===== src/rtl/mips_pkg.sv =====
// Shared encodings for the multicycle MIPS datapath.
// The mult/div state encoding and the MDCtrl opcodes live here.
package mips_pkg;

  typedef enum logic [1:0] {
    IDLE = 2'b00,
    CALC = 2'b01,
    FIX  = 2'b10
  } md_state_t;

  localparam logic MD_MULT = 1'b0;
  localparam logic MD_DIV  = 1'b1;
  localparam int   MD_ITER = 32;

endpackage


===== src/rtl/md_sign_fix.sv =====
// Conditional two's-complement negation applied to the unsigned magnitude results
// in the FIX step.
module md_sign_fix
  import mips_pkg::*;
#(
  parameter int WIDTH = 32
) (
  input  logic [2*WIDTH-1:0] prod,
  input  logic               neg_prod,
  input  logic [WIDTH-1:0]   quo,
  input  logic               neg_quo,
  input  logic [WIDTH-1:0]   rem,
  input  logic               neg_rem,
  output logic [2*WIDTH-1:0] prod_fix,
  output logic [WIDTH-1:0]   quo_fix,
  output logic [WIDTH-1:0]   rem_fix
);

  assign prod_fix = neg_prod ? (~prod + 1'b1) : prod;
  assign quo_fix  = neg_quo  ? (~quo + 1'b1)  : quo;
  assign rem_fix  = neg_rem  ? (~rem + 1'b1)  : rem;

endmodule


===== src/rtl/mult_div_unit.sv =====
// Iterative signed 32-bit multiply/divide unit: 32 radix-2 steps on operand
// magnitudes, followed by one sign fix-up cycle that writes hi/lo.
//
// state | meaning
// IDLE  | waiting for start; hi/lo hold the last result
// CALC  | one shift-add (MULT) or restoring-divide (DIV) step per cycle
// FIX   | apply signs, write hi/lo, pulse done
module mult_div_unit
  import mips_pkg::*;
#(
  parameter int WIDTH = 32
) (
  input  logic             clk,
  input  logic             reset,
  input  logic             start,
  input  logic             op,
  input  logic [WIDTH-1:0] a,
  input  logic [WIDTH-1:0] b,
  output logic [WIDTH-1:0] hi,
  output logic [WIDTH-1:0] lo,
  output logic             busy,
  output logic             done,
  output logic             div0
);

  localparam int            CW   = $clog2(MD_ITER);
  localparam logic [CW-1:0] LAST = CW'(MD_ITER - 1);

  md_state_t          state;
  logic [CW-1:0]      cnt;
  logic               op_r;
  logic               sign_a;
  logic               sign_b;
  logic [WIDTH-1:0]   mag_a;
  logic [WIDTH-1:0]   mag_b;
  logic [2*WIDTH-1:0] acc;

  logic [WIDTH-1:0]   abs_a;
  logic [WIDTH-1:0]   abs_b;
  logic [WIDTH:0]     mul_sum;
  logic [WIDTH:0]     rem_sh;
  logic [WIDTH:0]     trial;
  logic [WIDTH-1:0]   rem_next;
  logic [2*WIDTH-1:0] prod_fix;
  logic [WIDTH-1:0]   quo_fix;
  logic [WIDTH-1:0]   rem_fix;

  assign div0  = (b == '0);
  // -2^31 maps to 2^31, which still fits as an unsigned magnitude
  assign abs_a = a[WIDTH-1] ? (~a + 1'b1) : a;
  assign abs_b = b[WIDTH-1] ? (~b + 1'b1) : b;

  // MULT: mag_b shifts right, so bit 0 is the current multiplier bit
  assign mul_sum = {1'b0, acc[2*WIDTH-1:WIDTH]} + {1'b0, (mag_b[0] ? mag_a : '0)};

  // DIV: acc = {rem, quo}; dividend bits enter from the top of mag_a
  assign rem_sh   = {acc[2*WIDTH-1:WIDTH], mag_a[WIDTH-1]};
  assign trial    = rem_sh - {1'b0, mag_b};
  assign rem_next = trial[WIDTH] ? rem_sh[WIDTH-1:0] : trial[WIDTH-1:0];

  md_sign_fix #(.WIDTH(WIDTH)) u_sign_fix (
    .prod     (acc),
    .neg_prod (sign_a ^ sign_b),
    .quo      (acc[WIDTH-1:0]),
    .neg_quo  (sign_a ^ sign_b),
    .rem      (acc[2*WIDTH-1:WIDTH]),
    .neg_rem  (sign_a),
    .prod_fix (prod_fix),
    .quo_fix  (quo_fix),
    .rem_fix  (rem_fix)
  );

  always_ff @(posedge clk or posedge reset) begin
    if (reset) begin
      state  <= IDLE;
      cnt    <= '0;
      op_r   <= MD_MULT;
      sign_a <= 1'b0;
      sign_b <= 1'b0;
      mag_a  <= '0;
      mag_b  <= '0;
      acc    <= '0;
      hi     <= '0;
      lo     <= '0;
      busy   <= 1'b0;
      done   <= 1'b0;
    end else begin
      done <= 1'b0;
      case (state)
        IDLE: begin
          if (start && !(op == MD_DIV && div0)) begin
            op_r   <= op;
            sign_a <= a[WIDTH-1];
            sign_b <= b[WIDTH-1];
            mag_a  <= abs_a;
            mag_b  <= abs_b;
            acc    <= '0;
            cnt    <= '0;
            busy   <= 1'b1;
            state  <= CALC;
          end
        end
        CALC: begin
          if (op_r == MD_MULT) begin
            acc   <= {mul_sum, acc[WIDTH-1:1]};
            mag_b <= mag_b >> 1;
          end else begin
            acc   <= {rem_next, acc[WIDTH-2:0], ~trial[WIDTH]};
            mag_a <= mag_a << 1;
          end
          cnt <= cnt + 1'b1;
          if (cnt == LAST) begin
            state <= FIX;
          end
        end
        FIX: begin
          if (op_r == MD_MULT) begin
            hi <= prod_fix[2*WIDTH-1:WIDTH];
            lo <= prod_fix[WIDTH-1:0];
          end else begin
            hi <= rem_fix;
            lo <= quo_fix;
          end
          done  <= 1'b1;
          busy  <= 1'b0;
          state <= IDLE;
        end
        default: state <= IDLE;
      endcase
    end
  end

endmodule

===== config.mk =====
export PLATFORM = sky130hd
export DESIGN_NAME = mult_div_unit
export DESIGN_NICKNAME = d
export VERILOG_FILES = /design/src/rtl/mips_pkg.sv /design/src/rtl/md_sign_fix.sv /design/src/rtl/mult_div_unit.sv
export SDC_FILE = /design/constraint.sdc
export NUM_CORES = 1
export LEC_CHECK = 0
export CORE_ASPECT_RATIO = 1.75
export CORE_MARGIN = 1.5
export CORE_UTILIZATION = 65
export CTS_BUF_LIST = sky130_fd_sc_hd__clkbuf_4 sky130_fd_sc_hd__clkbuf_8
export DETAILED_ROUTE_END_ITERATION = 16
export GPL_TIMING_DRIVEN = 1
export PLACE_DENSITY_LB_ADDON = 0.25
export SYNTH_ARGS = -nofsm -noshare
export SYNTH_HDL_FRONTEND = slang
export SYNTH_HIERARCHICAL = 1
export SYNTH_SLANG_ARGS = --single-unit

===== constraint.sdc =====
create_clock -name clk -period 16.8 [get_ports clk]
set_clock_uncertainty 0.1 [all_clocks]
set_input_delay 3.36 -clock clk [delete_from_list [all_inputs] [get_ports clk]]
set_output_delay 3.36 -clock clk [all_outputs]
set_load 0.005 [all_outputs]

==> impl_metrics.csv, run 1 <==
group,metric,value,unit
setup_path,start_kind,"input pin",
floorplan,core-area,25900,um^2
setup_path,cp-startpoint,"b[2]",
setup_path,crit_type,"in2out",
placement,place_congestion,1.01,
routing,drcViolationCount,0,
placement,io_buffers,134,
job,maxCapViolCount,0,
setup_path,crit_fanout,4,
layout,stdcell_area,19200,um^2
floorplan,io_pins,135,
sta,final-max-slew-violation-count,0,
routing,totalWireLength,49600,um
placement,placed_area,18500,um^2
min_path,hold_start,"lo[8]$_DFFE_PP0P_",
power,power_leakage,8.18,nW
grt,grt_pass1_wl,79800,um
placement,dp_hpwl,36600,um
synth,synth_nets,2207,
setup_path,endpoint_kind,"output pin",
clock_network,cts-root-buf,"clkbuf_8",
setup_path,arrival,6.42,ns
clock_network,hold_buffers,0,
synth,synthFlopType,"dfrtp_1",
routing,wl_per_cell,20.0,um
synth,yosys_register_bits,204,
sta,worstMarginPinSlew,1.29,ns
sta,setup_viol,0,
synth,syn-mean-instance-area,8.26,um^2
grt,grt_max_degree,118,
synth,ys_types,84,
placement,dp_cells,2422,
run_status,outcome,"complete, no violations",
floorplan,die_area,27300,um^2
routing,via_per_inst,6.47,
sta,fin_hold_ws,0.375,ns
sta,final.setup.tns,0,ns
sta,relSlewSlack,13.4,%
routing,antenna_left,0,
clock_network,clk_pin_slew,0.06,ns
synth,synthTopCellsByArea,"dfrtp_1, xnor2_1, o21ai_0, mux2i_1, nand2_1",
clock_network,clockBufferDepth,3,
setup_path,required,13.34,ns
synth,yosys.area.top_type,"dfrtp_1",
routing,vias,16000,
grt,overflow,0,
layout,fin_cells,2478,
synth,synth_edf_count,0,
setup_path,r2r_start,"mag_b[0]$_DFFE_PP0P_",
sta,rsz0062_at_grt,"false",
placement,dp_slack,7.01,ns
layout,drive_gt1_share,6.81,%
floorplan,die_h,217,um
setup_path,ff2ff_path_depth,13,
synth,netlist_area,17100,um^2
power,power-per-cell-area,225,nW/um^2
synth,netlist_instances,2065,
layout,post-route-util,74.2,%
sta,post-route-period-util,58.8,%
clock_network,cts_buffers,34,
layout,nNetsFinal,2280,
synth,synthArstFlopShare,100,%
floorplan,start_util,66.0,%
layout,area_delta_synth_final,12.6,%
layout,antenna_cells,0,
grt,antenna_found_initial,0,
sta,fin_crit,9.88,ns
power,finalPower,4.33,mW
floorplan,chipWidth,125,um
grt,grt_usage,36.2,%
sta,hold_viol,0,
sta,max_freq,101,MHz
synth,ys_warn_count,6,
clock_network,post_cts_resized,0,
clock_network,cts_max_level,2,
synth,seq_area_frac_synth,29.9,%
synth,yosys.area.top_type_share,29.9,%
clock_network,cts_sinks,204,
clock_network,cts_tree,"built",
clock_network,clkLatencyLatePin,0.56,ns
min_path,min_delay_path_depth,2,
floorplan,rows,78,
routing,dr.pass1.iters,6,
grt,grt_pass1_vias,15800,
sta,setup_slack,6.92,ns
power,ir_drop,0.000134,V
clock_network,post_cts_buffers,0,
min_path,min_path_type,"reg2reg",
routing,drt-initial-drc-count,1054,
-- worst max-delay path: stages --
cell and delay, ns:
clkdlybuf4s50_1 0.47, or3_1 0.43, or3b_2 0.53, nor2b_1 0.26
nand4_1 0.24, nor4_1 0.50, clkdlybuf4s50_1 0.63
-- flip-flops by register name, indices dropped and copies added, names as in the netlist --
register and count:
acc 64, hi 32, lo 32, mag_a 32, mag_b 32, cnt 5, state 2, busy 1
done 1, op_r 1, sign_a 1, sign_b 1
-- cells in the mapped netlist, types with 5 or more instances --
master and number:
buf_1 10, a22oi_1 18, nand3_1 23, a21oi_1 118, clkbuf_1 91, nor4_1 16, xnor2_1 156, dfrtp_1 204
o211ai_1 12, o41ai_1 25, mux2i_1 119, a31oi_1 9, nor2_1 105, o41ai_2 11, nor3_1 30, nand2b_1 21
nor2b_1 13, or4_4 7, and3_1 6, or3_1 32, a21o_1 22, o22ai_1 33, buf_4 5, xor2_1 74
o21ai_0 246, o21bai_1 8, nand4_1 12, o221ai_1 7, inv_1 67, and2_1 35, o31ai_1 60, nand2_1 265
a211oi_1 7, or4_1 23, ha_1 72, or2_2 18, a32oi_1 8
-- power by group --
part	internal [mW]	leakage (nW)	switching [mW]
combinational	1.25	5.30	1.62
sequential	0.666	2.53	0.334
clock	0.237	0.349	0.214
-- metal layers --
metal | vias to the layer above | share of wire, % | track usage (%) | wire length (um)
met3 | 244 | 4.7 | 4.70 | 2340
li1 | 7618 | - | - | -
met5 | - | 0 | 0 | 0
met2 | 611 | 51 | 64.5 | 25200
met1 | 7548 | 35 | 37.8 | 17500
met4 | 0 | 9.3 | 29.5 | 4590
-- cell type report --
cell class                      count  area, um^2
Clock buffer                       47         616
Clock inverter                      9        56.3
Fill cell                        1995        6660
Inverter                           67         259
Multi-Input combinational cell   1681       11300
Sequential cell                   204        5110
Tap cell                          320         400
Timing Repair Buffer              150        1460
-- cell families after synthesis --
| group | count (synthesis) | share of synthesized area [%] |
|---|---|---|
| buffers and inverters | 180 | 4.17 |
| flip-flops | 204 | 29.9 |
| AND/OR/NAND/NOR | 637 | 18.7 |
| adder cells (fa/ha/maj) | 74 | 5.52 |
| XOR/XNOR | 230 | 11.8 |
| AO/OA/AOI/OAI | 618 | 22.7 |
| multiplexers | 122 | 7.18 |
-- cell usage in the layout (no fill, tap or decap), types with 8 or more instances in the layout --
cell type | netlist | final
nor4_1 | 16 | 16
and2_1 | 35 | 35
o31ai_1 | 60 | 60
nand4_1 | 12 | 12
or4_1 | 23 | 23
o41ai_2 | 11 | 11
or3_1 | 32 | 32
clkbuf_8 | 0 | 42
nand3_1 | 23 | 23
o41ai_1 | 25 | 25
or2_2 | 18 | 18
nor3_1 | 30 | 29
inv_1 | 67 | 66
nor2_1 | 105 | 101
dfrtp_1 | 204 | 203
o21ai_0 | 246 | 246
a31oi_1 | 9 | 9
a21oi_1 | 118 | 118
xnor2_1 | 156 | 156
mux2i_1 | 119 | 119
ha_1 | 72 | 72
a22oi_1 | 18 | 18
o21bai_1 | 8 | 8
a21o_1 | 22 | 22
nand2_1 | 265 | 264
buf_4 | 5 | 16
o22ai_1 | 33 | 33
nand2b_1 | 21 | 20
xor2_1 | 74 | 73
o211ai_1 | 12 | 12
nor2b_1 | 13 | 13
clkdlybuf4s50_1 | 0 | 134
a32oi_1 | 8 | 8
-- worst paths after layout --
check,to,slack (ns)
worst max-delay path,div0,6.92
worst min-delay path,lo[8]$_DFFE_PP0P_,0.37
worst max register to register,acc[33]$_DFFE_PP0P_,11.96
worst min register to register,lo[8]$_DFFE_PP0P_,0.37
max in group asynchronous,hi[28]$_DFFE_PP0P_,11.45
min in group asynchronous,lo[25]$_DFFE_PP0P_,3.21
No activity file was read; power rests on OpenSTA's default activity.
==> run 2, diff against run 1 <==
CORE_UTILIZATION = 62   (was 65)
clock period = 10.3 ns   (was 16.8 ns; I/O delays follow)
==> run 2 against run 1 <==
Net effect: non-clock buffer count is the same; power grew 65%; critical path depth unchanged; die area grew 4.7%; cell count increased by 2.1%; largest cell class unchanged; highest routed layer unchanged.
==> impl_metrics.csv, run 2 (synthesized netlist as in run 1, its figures left out) <==
group,metric,value,unit
run_status,outcome,"complete, no violations",
setup_path,arrival,4.99,ns
sta,final.setup.tns,0,ns
layout,drive_gt1_share,6.94,%
floorplan,io_pins,135,
power,power-per-cell-area,369,nW/um^2
sta,relSlewSlack,11.0,%
min_path,hold_start,"lo[14]$_DFFE_PP0P_",
clock_network,cts_tree,"built",
routing,via_per_inst,6.32,
grt,use_met1,37.5,%
layout,fin_cells,2530,
power,combPwrFrac,66.0,%
grt,grt_usage,35.4,%
sta,rsz0062_at_grt,"false",
clock_network,hold_buffers,0,
routing,antenna_left,0,
setup_path,required,8.14,ns
sta,post-route-period-util,69.4,%
setup_path,crit_fanout,4,
sta,setup_viol,0,
power,clockPowerShare,10.9,%
grt,grt_pass1_wl,80200,um
power,switchingPower,3.57,mW
placement,place_congestion,0.985,
sta,worstMarginPinSlew,1.32,ns
floorplan,die_h,222,um
layout,post-route-util,71.2,%
floorplan,start_util,62.9,%
setup_path,crit_type,"in2out",
clock_network,cts_sinks,204,
setup_path,endpoint_kind,"output pin",
clock_network,clockBufferDepth,3,
grt,overflow,0,
clock_network,post_cts_resized,0,
routing,dr.pass1.iters,5,
layout,multi_input_area,11300,um^2
power,power_leakage,8.22,nW
power,ir_drop,0.000201,V
clock_network,cts_max_level,2,
routing,wl_per_cell,19.8,um
setup_path,r2r_start,"mag_a[31]$_DFFE_PP0P_",
sta,max_freq,140,MHz
grt,top_usage_layer,"met2",
floorplan,core-area,27100,um^2
clock_network,post_cts_buffers,0,
layout,n_fill_cell,2154,
layout,final_cell_mix,"nand2_1, o21ai_0, dfrtp_1",
grt,antenna_found_initial,0,
min_path,min_path_type,"reg2reg",
setup_path,start_kind,"input pin",
clock_network,clkLatencyLatePin,0.57,ns
routing,drt-initial-drc-count,981,
sta,fin_hold_ws,0.375,ns
layout,nNetsFinal,2280,
layout,area_delta_synth_final,13.2,%
floorplan,die_area,28600,um^2
grt,gr-usage-met3,5.03,%
placement,dp_hpwl,36700,um
routing,vias,16000,
layout,antenna_cells,0,
placement,io_buffers,134,
floorplan,chipWidth,128,um
power,finalPower,7.13,mW
grt,grt_pass1_vias,15600,
clock_network,cts_buffers,34,
clock_network,clk_pin_slew,0.07,ns
power,sequentialPowerShare,23.1,%
sta,fin_crit,7.15,ns
power,intPower,3.57,mW
routing,drcViolationCount,0,
sta,final-max-slew-violation-count,0,
setup_path,cp-startpoint,"b[2]",
power,p_sw_share,50.0,%
grt,gr-usage-met2,62.2,%
layout,final_common_cell,"nand2_1",
job,maxCapViolCount,0,
grt,grt_max_degree,144,
layout,regArea,5110,um^2
sta,hold_viol,0,
clock_network,cts-root-buf,"clkbuf_8",
floorplan,rows,80,
routing,totalWireLength,50100,um
placement,dp_cells,2471,
layout,largest-register,"acc",
layout,largest_reg_flops,64,
## run 2: changes by cell type in the layout (fill, tap and decap cells not counted)
cell,change
clkinv_2,+1
clkinvlp_4,-3
nor2_4,+1
nor2_2,-1
bufinv_16,+1
clkbuf_8,+1
clkinv_4,-1
clkbuf_4,+4
## run 2: power groups by stage
stage,clock network (mW),logic (mW),registers (mW)
final,0.777,4.70,1.65
after global routing,0.823,5.15,1.69
after CTS,0.789,4.64,1.63
after detailed placement,0,4.62,1.65
after global placement,0,4.50,1.63
after floorplan,0,3.59,1.43
## run 2: stage by stage
stage / cell area [um^2] / setup WS [ns]
6_report: 19300 / 3.15
5_1_grt: 19300 / 3.05
4_1_cts: 19300 / 3.18
3_5_place_dp: 18600 / 3.23
3_3_place_gp: 18600 / 3.30
2_1_floorplan: 17100 / 2.57
## run 2: final timing paths
path	to	slack, ns	cells after the start
worst max-delay path	div0	3.15	7
worst min-delay path	lo[14]$_DFFE_PP0P_	0.38	2
worst max register to register	acc[59]$_DFFE_PP0P_	5.31	13
worst min register to register	lo[14]$_DFFE_PP0P_	0.38	2
max in group asynchronous	hi[25]$_DFFE_PP0P_	6.62	3
min in group asynchronous	lo[29]$_DFFE_PP0P_	1.99	2
## run 2: layout make-up
class,instances,area share (%)
clock inverters,7,0.311
well taps,369,2.39
clock buffers,52,3.41
repair buffers,150,7.57
inverters,67,1.34
multi-input cells,1681,58.5
flip-flops and latches,204,26.4
## run 2: metal layers
metal	part of all wire [%]	wire [um]
met3	5.0	2500
met2	51	25500
met5	0	0
met4	8.8	4420
met1	35	17700
## run 2: critical path, stage by stage
cell	delay (ns)
clkdlybuf4s50_1	0.47
or3_1	0.42
or3b_2	0.53
nor2b_1	0.26
nand4_1	0.25
nor4_1	0.40
clkdlybuf4s50_1	0.60
